`config.mk`:
```
export PLATFORM = sky130hd
export DESIGN_NAME = mux_arb_n
export DESIGN_NICKNAME = d
export VERILOG_FILES = /design/src/rtl/mux_pkg.sv /design/src/rtl/rr_pick.sv /design/src/rtl/mux_arb_n.sv
export SDC_FILE = /design/constraint.sdc
export NUM_CORES = 1
export LEC_CHECK = 0
export CAP_MARGIN = 30
export CORE_MARGIN = 8
export CORE_UTILIZATION = 40
export DETAILED_ROUTE_END_ITERATION = 7
export HOLD_SLACK_MARGIN = 0.02
export PLACE_DENSITY_LB_ADDON = 0.08
export SYNTH_ARGS = -nofsm -noshare
export SYNTH_HDL_FRONTEND = slang
export SYNTH_SLANG_ARGS = --single-unit
```
`constraint.sdc`:
```
create_clock -name clk -period 9.03 [get_ports clk]
set_clock_uncertainty 0.05 [all_clocks]
set_input_delay 2.709 -clock clk [delete_from_list [all_inputs] [get_ports clk]]
set_output_delay 2.709 -clock clk [all_outputs]
set_load 0.01 [all_outputs]
```
`src/rtl/mux_pkg.sv`:
```
// Shared encodings for the N-channel registered selector.
package mux_pkg;
  localparam logic MODE_DIRECT = 1'b0;
  localparam logic MODE_RR     = 1'b1;
endpackage

```
`src/rtl/rr_pick.sv`:
```
// Round-robin pick: first set request at or after ptr, wrapping to 0.
module rr_pick #(
  parameter int NCH  = 4,
  parameter int SELW = $clog2(NCH)
) (
  input  logic [NCH-1:0]  req,
  input  logic [SELW-1:0] ptr,
  output logic            any,
  output logic [SELW-1:0] g
);
  logic [2*NCH-1:0] w_dbl;
  int               w_idx;

  assign w_dbl = {req, req};

  // Scan from the far end so the lowest offset from ptr wins.
  always_comb begin
    any   = 1'b0;
    g     = '0;
    w_idx = 0;
    for (int k = NCH - 1; k >= 0; k--) begin
      if (w_dbl[int'(ptr) + k]) begin
        any   = 1'b1;
        w_idx = int'(ptr) + k;
        if (w_idx >= NCH) w_idx = w_idx - NCH;
        g     = SELW'(w_idx);
      end
    end
  end
endmodule

```
`src/rtl/mux_arb_n.sv`:
```
// N-channel registered selector, direct-select or round-robin, with
// valid/ready on every channel and one cycle of latency.
module mux_arb_n
  import mux_pkg::*;
#(
  parameter int WIDTH = 16,
  parameter int NCH   = 4,
  parameter int SELW  = $clog2(NCH)
) (
  input  logic                 clk,
  input  logic                 rst,
  input  logic                 mode,
  input  logic [SELW-1:0]      sel,
  input  logic [NCH*WIDTH-1:0] in_data,
  input  logic [NCH-1:0]       in_valid,
  output logic [NCH-1:0]       in_ready,
  output logic [WIDTH-1:0]     out_data,
  output logic [SELW-1:0]      out_ch,
  output logic                 out_valid,
  input  logic                 out_ready
);
  logic [WIDTH-1:0] r_data;
  logic [SELW-1:0]  r_ch;
  logic             r_valid;
  logic [SELW-1:0]  r_ptr;

  logic             w_rr_any;
  logic [SELW-1:0]  w_rr_g;
  logic             w_any;
  logic [SELW-1:0]  w_g;
  logic             w_load_en;
  logic             w_xfer;

  rr_pick #(.NCH(NCH), .SELW(SELW)) u_rr_pick (
    .req (in_valid),
    .ptr (r_ptr),
    .any (w_rr_any),
    .g   (w_rr_g)
  );

  // An out-of-range sel (non power-of-two NCH) grants nothing.
  always_comb begin
    w_any = 1'b0;
    w_g   = '0;
    if (mode == MODE_RR) begin
      w_any = w_rr_any;
      w_g   = w_rr_g;
    end else if (int'(sel) < NCH) begin
      if (in_valid[sel]) begin
        w_any = 1'b1;
        w_g   = sel;
      end
    end
  end

  assign w_load_en = ~r_valid | out_ready;
  assign w_xfer    = w_any & w_load_en;

  always_comb begin
    in_ready = '0;
    if (w_xfer) in_ready[w_g] = 1'b1;
  end

  always_ff @(posedge clk or posedge rst) begin
    if (rst) begin
      r_data  <= '0;
      r_ch    <= '0;
      r_valid <= 1'b0;
      r_ptr   <= '0;
    end else begin
      if (w_xfer) begin
        r_data  <= in_data[int'(w_g)*WIDTH +: WIDTH];
        r_ch    <= w_g;
        r_valid <= 1'b1;
        if (mode == MODE_RR)
          r_ptr <= (w_g == SELW'(NCH - 1)) ? '0 : w_g + 1'b1;
      end else if (out_ready) begin
        r_valid <= 1'b0;
      end
    end
  end

  assign out_data  = r_data;
  assign out_ch    = r_ch;
  assign out_valid = r_valid;
endmodule

```
-- Word-level counts from Yosys, hierarchy flattened
Cells that the tools add are included.
- divide/modulo/power cells: 0
- $add $sub $neg: 8
- bitwise gates (word level): 3
- reduce and logical (&&, ||, !) cells: 3
- eq/ne operators: 1
- muxes and demuxes: 35
- multipliers: 0
- order comparisons: 11
- shift-type cells: 1
- operators with widths (cell ; count):
    64-bit by 7-bit variable part select with 16-bit output ; 1
    2-bit 2-to-1 mux ; 11
    1-bit 2-to-1 mux ; 17
    3-bit by 4-bit less-than comparator with 1-bit output (second input constant) ; 3
    1-bit binary-select mux with 3-bit select ; 3
    3-bit greater-or-equal comparator (second input constant) ; 3
    2-bit by 1-bit subtractor with 2-bit output (second input constant) ; 4
    2-bit by 2-bit adder with 3-bit output (second input constant) ; 2
    2-bit by 3-bit less-than comparator with 1-bit output (second input constant) ; 2
    1-bit binary-select mux with 2-bit select ; 2
    2-bit by 4-bit less-than comparator with 1-bit output (second input constant) ; 1
    4-bit 2-to-1 mux ; 1
    2-bit by 1-bit adder with 3-bit output (second input constant) ; 1
    2-bit by 3-bit greater-or-equal comparator with 1-bit output (second input constant) ; 1
    2-bit by 1-bit adder with 2-bit output (second input constant) ; 1
    1-bit demux with 2-bit select ; 1
    2-bit equality test (second input constant) ; 1
    2-bit by 1-bit greater-or-equal comparator with 1-bit output (second input constant) ; 1
    2-bit AND reduction ; 1
    2-bit nonzero test ; 1
    1-bit bitwise AND ; 1
    1-bit logical AND ; 1
    1-bit NOT ; 1
    1-bit bitwise OR ; 1
- latch bits: 0
- output and inout bits: 23
- input port bits: 74
- register bits after elaboration: 21
- memory bits (writable): 0
- bits in read-only memories: 0
- memories: 0

-- Logic depth before layout (Yosys ltp)
Gate-level depths: netlist of the first run.
- word-level depth: 14
- mapped depth: 10
- gate-level depth less buffers: 8

-- By module
A second synthesis of the first run with hierarchy kept.
- cell total of the unflattened synthesis: 156
- area total of the unflattened synthesis: 1470.2 um^2
- by module, submodules not included (module ; times used ; cells each ; area an instance (um^2)):
    mux_arb_n ; 1 ; 128 ; 1300.0
    rr_pick ; 1 ; 28 ; 170.2

-- Worst setup path before layout of the first run
Ideal clock, no wire load.
- kind: input-to-output
- start point: input port in_valid[3]
- end point: output port in_ready[3]
- path buffers: 3
- required time: 6271 ps
- cell stages on the path: 10
- arrival: 4241 ps
- path slack: 2030 ps
- path through: buf_6 mux2i_1 nor3b_1 a221o_1 a21oi_2 buf_6 buf_4 inv_2 ha_1 and2_1
- longest elaborated chain between the ends: 13
- elaborated cells on any way between the ends: 32
- classes of those cells: 2 x order compare; 28 x mux; 1 x bitwise; 1 x reduce/logical
- RTL lines (element ; RTL line ; text):
    start, declared ; mux_arb_n.sv:15 ; input logic [NCH-1:0] in_valid,
    1-bit binary-select mux with 3-bit select ; rr_pick.sv:22 ; if (w_dbl[int'(ptr) + k]) begin
    1-bit 2-to-1 mux (implied by the code) (2 in series) ; rr_pick.sv:22 ;
    2-bit 2-to-1 mux (4 in series) ; rr_pick.sv:22 ;
    2-bit 2-to-1 mux ; mux_arb_n.sv:45 ; if (mode == MODE_RR) begin
    2-bit by 3-bit less-than comparator with 1-bit output (implied by the code) / 2-bit by 1-bit greater-or-equal comparator with 1-bit output (equally long branches) ; mux_arb_n.sv:61 ; if (w_xfer) in_ready[w_g] = 1'b1;
    1-bit logical AND (implied by the code) ; mux_arb_n.sv:61 ;
    1-bit 2-to-1 mux (implied by the code) ; mux_arb_n.sv:61 ;
    1-bit demux with 2-bit select ; mux_arb_n.sv:61 ;
    4-bit 2-to-1 mux (*) ; mux_arb_n.sv:61 ;
    end, declared ; mux_arb_n.sv:16 ; output logic [NCH-1:0] in_ready,
Every way passes the cells marked *; elsewhere a longest branch is shown, timed or not. The select of a mux whose other input is x is not followed.

-- Worst setup path in the final report of the first run
Same ends and word-level chain as after synthesis.

==> out/results.txt, run 1 <==
Die width - 78.4 um
Leak Pwr - 1.18 nW
Crit-path max cell delay - 0.56 ns
Count of buffers from port buffering - 96
Finished Cell Area - 0.00255 mm2
Fin worst setup slack - 0.764 ns
CP dominant cell by count - clkdlybuf4s50_1
Setup TNS - 0 ns
Initial drt markers - 122
Clock transition at the registers of the reported paths - 0.07 ns
CTS resizes - 0
Max cap viols - 0
Worst R2R Start - r_ptr[1]$_DFFE_PP0P_
Vias in the first global route - 1,734
Top cell type's share of synthesized area - 33.8%
Synth warnings - 0
Critical path type - primary input to output port
Row cnt - 22
Register area share after synthesis - 33.8%
Clock share of power - 9.9%
Ports - 97
Part of the power in registers - 28.0%
Buf/Inv on CP - 3
CTS root buf - clkbuf_8
Levels on crit path - 9
Slew of the pin with the lowest slew margin - 0.831 ns
Util after Layout - 68.6%
Netlist area before placement - 0.00156 mm2
CTS Buf Count - 3
Worst-path fanout max - 18
Routability cong. - 0.777
Remaining DRCs - 0
Tmin final - 8.27 ns
Period utilization - 91.5%
Worst R2R End - out_data[5]$_DFFE_PP0P_
Die Span Y - 78.4 um
Crit path arrival time - 5.51 ns
Vias per inst - 5.30
Leading cell types in the layout, fill and taps excluded - clkdlybuf4s50_1, mux2i_1, dfrtp_1, inv_1, a222oi_1
CP delay by family, top - buffers and inverters
Filler cells - 297
Cell count after synthesis - 154
Pint - 0.386 mW
Starting density of the core - 41.9%
Antenna viol nets, final - 0
Hpwl dp - 4.10 mm
Max-slew violation count - 0
Comb pwr share - 62.2%
Leading cell type in the layout, fill and taps excluded - clkdlybuf4s50_1
Seq cells post-synth - 21
Final Hold Viols - 0
Slowest cell on the critical path - a21oi_4
Worst IR Drop VDD - 0.134 mV
Post-CTS Setup Inserts - 0
Layout cell share with drive strength beyond 1 - 5.31%
Worst hold stages - 1
Drt total wl - 5.11 mm
Hold Path Class - flip-flop to flip-flop
Longest Clk Path Bufs - 2
R2R depth - 8
Total track usage - 16.0%
Setup crit end kind - output port
Net Sw Power - 0.243 mW
Ant diodes - 0
CP Launch Point - in_valid[3]
Post-place instance area - 0.00250 mm2
Clock sink total - 21
First-pass GRT wire length - 8.18 mm
FF+latch area - 526 um2
Worst EP required - 6.27 ns
Reg2reg setup slack - 5.92 ns
Post-Syn Area per Cell - 10.1 um2
RSZ-0062 raised after global routing - no
WL/cell - 17.5 um
Final #Nets - 322
Antenna violations before repair - 0
Critical Path, Cell by Cell - clkdlybuf4s50_1 -> mux2i_1 -> nor3b_1 -> a221o_1 -> a21oi_4 -> inv_2 -> ha_1 -> and2_1 -> clkdlybuf4s50_1
DR pass1 iterations - 6
H-tree levels - 1
GRT overflow - 0
Final Setup Violations - 0
Main area contributors after synthesis - dfrtp_1, mux2i_1, a222oi_1
Routed via count - 1,553
Switching Fraction - 38.6%
Die area - 0.00614 mm2
Run status - finished clean
Pin count of the biggest net entering global routing - 22
Achievable frequency - 121 MHz
Post-layout total power - 0.628 mW
PwrDens - 247 mW/mm2
Post-synthesis cell type count - 34
Startpoint types - primary input
CTS tree - built
Worst Setup EP - in_ready[3]
# hold bufs at CTS - 0
Worst-skew pair later-pin latency - 0.26 ns
Area of the multi-input gates - 867 um2
Cell taking the most area after synthesis - dfrtp_1
Area added between synthesis and finish - 63.7%
Setup WS pre-CTS - 0.752 ns
Syn nets - 230
Core area - 0.00372 mm2
Slew HR - 44.6%
routing by layer:
layer  up-vias  part of all wire (%)  track usage, %
li1        753                     -               -
met1       744                    39            17.0
met5         -                     0               0
met2        54                    54            30.2
met3         2                   7.5            5.69
met4         0                  0.25            1.67
registers in the layout, indices dropped and copies added (netlist names):
register and flops:
out_ch 2, out_data 16, out_valid 1, r_ptr 2
power groups by stage:
stage / registers (mW) / logic, mW / clock network (mW)
6_report: 0.176 / 0.391 / 0.0620
5_1_grt: 0.182 / 0.422 / 0.0669
3_3_place_gp: 0.174 / 0.381 / 0
4_1_cts: 0.175 / 0.397 / 0.0626
2_1_floorplan: 0.182 / 0.240 / 0
3_5_place_dp: 0.177 / 0.394 / 0
cell families (layout without fill, tap and decap cells):
| kind of cell | after synthesis | after routing | synth area share (%) |
|---|---|---|---|
| multiplexers | 40 | 40 | 26.1 |
| AO/OA/AOI/OAI | 31 | 31 | 18.0 |
| buffers and inverters | 31 | 122 | 11.0 |
| AND/OR/NAND/NOR | 29 | 29 | 9.49 |
| flip-flops | 21 | 21 | 33.8 |
| adder cells (fa/ha/maj) | 2 | 2 | 1.61 |
cell usage after synthesis:
master and instances:
o41ai_1 2, buf_12 2, inv_2 1, dfrtp_1 21
nand2b_1 4, a211oi_1 1, o21ai_2 1, a221o_1 1
nor2b_1 3, nor3_1 1, clkbuf_1 3, ha_1 2
buf_6 2, nor3b_1 1, nand2_1 7, nand3_1 1
mux2_2 3, buf_2 3, a21oi_2 2, o221ai_2 1
nor2_1 6, o21ai_0 1, nand4_1 1, a211o_1 1
a222oi_1 16, mux2i_1 35, mux2_1 2, and2_1 3
a31oi_1 1, buf_4 1, inv_1 19, a21oi_1 3
and3_1 2, a221oi_1 1
final cells by class:
type | instances | area share [%]
Clock buffer | 4 | 1.77
Inverter | 20 | 2.95
Multi-Input combinational cell | 102 | 34.0
Sequential cell | 21 | 20.6
Tap cell | 48 | 2.36
Timing Repair Buffer | 98 | 38.3
worst min-delay path by stage:
stage                        startpoint  slack (ns)                        to
6_report          out_ch[0]$_DFFE_PP0P_        0.48     out_ch[0]$_DFFE_PP0P_
5_1_grt        out_data[10]$_DFFE_PP0P_        0.52  out_data[10]$_DFFE_PP0P_
4_1_cts           out_ch[0]$_DFFE_PP0P_        0.48     out_ch[0]$_DFFE_PP0P_
3_5_place_dp      out_ch[0]$_DFFE_PP0P_        0.47     out_ch[0]$_DFFE_PP0P_
3_3_place_gp      out_ch[0]$_DFFE_PP0P_        0.45     out_ch[0]$_DFFE_PP0P_
2_1_floorplan     out_ch[1]$_DFFE_PP0P_        0.49     out_ch[1]$_DFFE_PP0P_
through the flow:
stage | cells | hold WS [ns]
floorplan | 154 | 0.494
global placement | 289 | 0.448
detailed placement | 289 | 0.465
CTS | 293 | 0.484
global route | 293 | 0.520
finish | 293 | 0.485
Power figures use the tool's default switching activity.
==> run 2, diff against run 1 <==
- CORE_MARGIN: 8 -> not set
- MAX_ROUTING_LAYER: not set -> met4
==> out/results.txt, run 2 (synthesis gave the netlist of run 1 again) <==
Max-slew violation count - 0 (unchanged)
Pint - 0.387 mW (+0.48%)
Part of the power in registers - 28.1% (about the same)
Worst-skew pair later-pin latency - 0.25 ns (about the same)
Setup crit end kind - output port
Core area - 0.00369 mm2 (-0.74%)
Hold Path Class - flip-flop to flip-flop
Crit path arrival time - 5.46 ns (-0.05 ns)
Initial drt markers - 127 (+4.1%)
Leak Pwr - 1.19 nW (+0.39%)
Area added between synthesis and finish - 64.2%
Leading cell types in the layout, fill and taps excluded - clkdlybuf4s50_1, mux2i_1, dfrtp_1, inv_1, a222oi_1
Slew HR - 47.4% (+2.8 points)
Clock transition at the registers of the reported paths - 0.07 ns (about the same)
Routed via count - 1,568 (+0.97%)
Buf/Inv on CP - 4 (+1)
Leading cell type in the layout, fill and taps excluded - clkdlybuf4s50_1
CTS resizes - 0 (unchanged)
Starting density of the core - 42.2% (+0.31 points)
Run status - finished clean
Setup TNS - 0 ns (unchanged)
Routability cong. - 0.824 (+6.1%)
Die Span Y - 64.4 um (-18%)
Hpwl dp - 3.38 mm (-18%)
CP dominant cell by count - clkdlybuf4s50_1
Antenna violations before repair - 0 (unchanged)
Row cnt - 22 (unchanged)
Levels on crit path - 10 (+1)
Ports - 97 (unchanged)
Slew of the pin with the lowest slew margin - 0.788 ns (-0.0431 ns)
Final Hold Viols - 0 (unchanged)
H-tree levels - 1 (unchanged)
Remaining DRCs - 0 (unchanged)
Switching Fraction - 38.1% (-0.56 points)
Filler cells - 314 (+5.7%)
Final #Nets - 323 (+0.31%)
DR pass1 iterations - 5 (-1)
Ant diodes - 0 (unchanged)
# hold bufs at CTS - 0 (unchanged)
First-pass GRT wire length - 7.16 mm (-12%)
Longest Clk Path Bufs - 2 (unchanged)
Max cap viols - 0 (unchanged)
RSZ-0062 raised after global routing - no
Antenna viol nets, final - 0 (unchanged)
CTS tree - built
Comb pwr share - 62.1% (about the same)
CP Launch Point - in_valid[1]
Post-layout total power - 0.626 mW (-0.42%)
Die area - 0.00414 mm2 (-33%)
Worst IR Drop VDD - 0.150 mV (+12%)
Drt total wl - 4.34 mm (-15%)
Startpoint types - primary input
Final Setup Violations - 0 (unchanged)
Tmin final - 8.22 ns (-0.0435 ns)
Vias per inst - 5.33 (+0.62%)
GRT overflow - 0 (unchanged)
Clock share of power - 9.8% (about the same)
Slowest cell on the critical path - clkdlybuf4s50_1
Critical path type - primary input to output port
Clock sink total - 21 (unchanged)
Crit-path max cell delay - 0.63 ns (+0.07 ns)
Worst R2R Start - r_ptr[1]$_DFFE_PP0P_
Worst EP required - 6.27 ns (about the same)
Pin count of the biggest net entering global routing - 22 (unchanged)
Achievable frequency - 122 MHz (+0.53%)
CTS Buf Count - 3 (unchanged)
CP delay by family, top - buffers and inverters
Die width - 64.4 um (-18%)
WL/cell - 14.7 um (-16%)
Critical Path, Cell by Cell - clkdlybuf4s50_1 -> nor2b_1 -> a211oi_1 -> o41ai_1 -> a21oi_4 -> buf_4 -> inv_2 -> ha_1 -> and2_1 -> clkdlybuf4s50_1
R2R depth - 9 (+1)
Net Sw Power - 0.238 mW (-1.9%)
Layout cell share with drive strength beyond 1 - 5.69% (+0.38 points)
CTS root buf - clkbuf_8
Worst hold stages - 1 (unchanged)
Total track usage - 22.7% (+6.7 points)
Beginning of the worst hold path - out_ch[0]$_DFFE_PP0P_
Count of buffers from port buffering - 96 (unchanged)
Post-CTS Setup Inserts - 0 (unchanged)
Largest register FFs - 16 (unchanged)
Vias in the first global route - 1,664 (-4.0%)
PwrDens - 245 mW/mm2 (-0.72%)
Period utilization - 91.1% (-0.48 points)
Worst-path fanout max - 18 (unchanged)
[run 2: worst register-to-register path: cells and delay by family, from the launching register on]
| family | cells | cell delay [ns] |
|---|---|---|
| AOI/OAI and AO/OA | 3 | 0.73 |
| DFF | 1 | 0.60 |
| adders and majority gates | 2 | 0.60 |
| buffers and inverters | 2 | 0.35 |
| muxes | 1 | 0.26 |
| and+or+nand+nor | 1 | 0.20 |
[run 2: path summary, 6_finish.rpt]
path / end / slack [ns]
max: in_ready[3] / 0.81
min: out_ch[0]$_DFFE_PP0P_ / 0.47
max reg2reg: r_ptr[1]$_DFFE_PP0P_ / 6.12
min reg2reg: out_ch[0]$_DFFE_PP0P_ / 0.47
max in group asynchronous: out_ch[0]$_DFFE_PP0P_ / 5.59
min in group asynchronous: out_data[9]$_DFFE_PP0P_ / 2.84
[run 2: layout make-up]
class,count,area (um2),area share [%]
clock buffers,4,45.0,1.76
inverters,20,75.1,2.94
multi-input cells,102,867,33.9
flip-flops and latches,21,526,20.6
well taps,48,60.1,2.35
repair buffers,99,983,38.5
[run 2: power by group through the flow]
| stage | Clock (mW) | Sequential [mW] | Combinational (mW) |
|---|---|---|---|
| floorplan | 0 | 0.182 | 0.240 |
| global placement | 0 | 0.174 | 0.378 |
| detailed placement | 0 | 0.177 | 0.391 |
| CTS | 0.0622 | 0.176 | 0.393 |
| global route | 0.0657 | 0.181 | 0.420 |
| finish | 0.0614 | 0.176 | 0.388 |
[run 2: layer usage]
metal	share of wire (%)	vias to the layer above	global-route usage (%)	routed length [um]
li1	-	760	-	-
met1	40	740	24.3	1730
met2	53	64	41.6	2310
met3	6.1	4	4.29	264
met4	0.90	0	7.22	39
met5	0	-	-	0
[run 2: metrics by stage]
stage | setup WS [ns] | cell area [um2] | hold WS (ns) | util, % | instances
finish | 0.808 | 2560 | 0.472 | 69.3 | 294
global route | 0.658 | 2560 | 0.494 | 69.3 | 294
CTS | 0.806 | 2560 | 0.472 | 69.3 | 294
detailed placement | 0.819 | 2510 | 0.451 | 68.1 | 290
global placement | 0.958 | 2510 | 0.448 | 68.1 | 290
floorplan | 2.03 | 1560 | 0.494 | - | 154
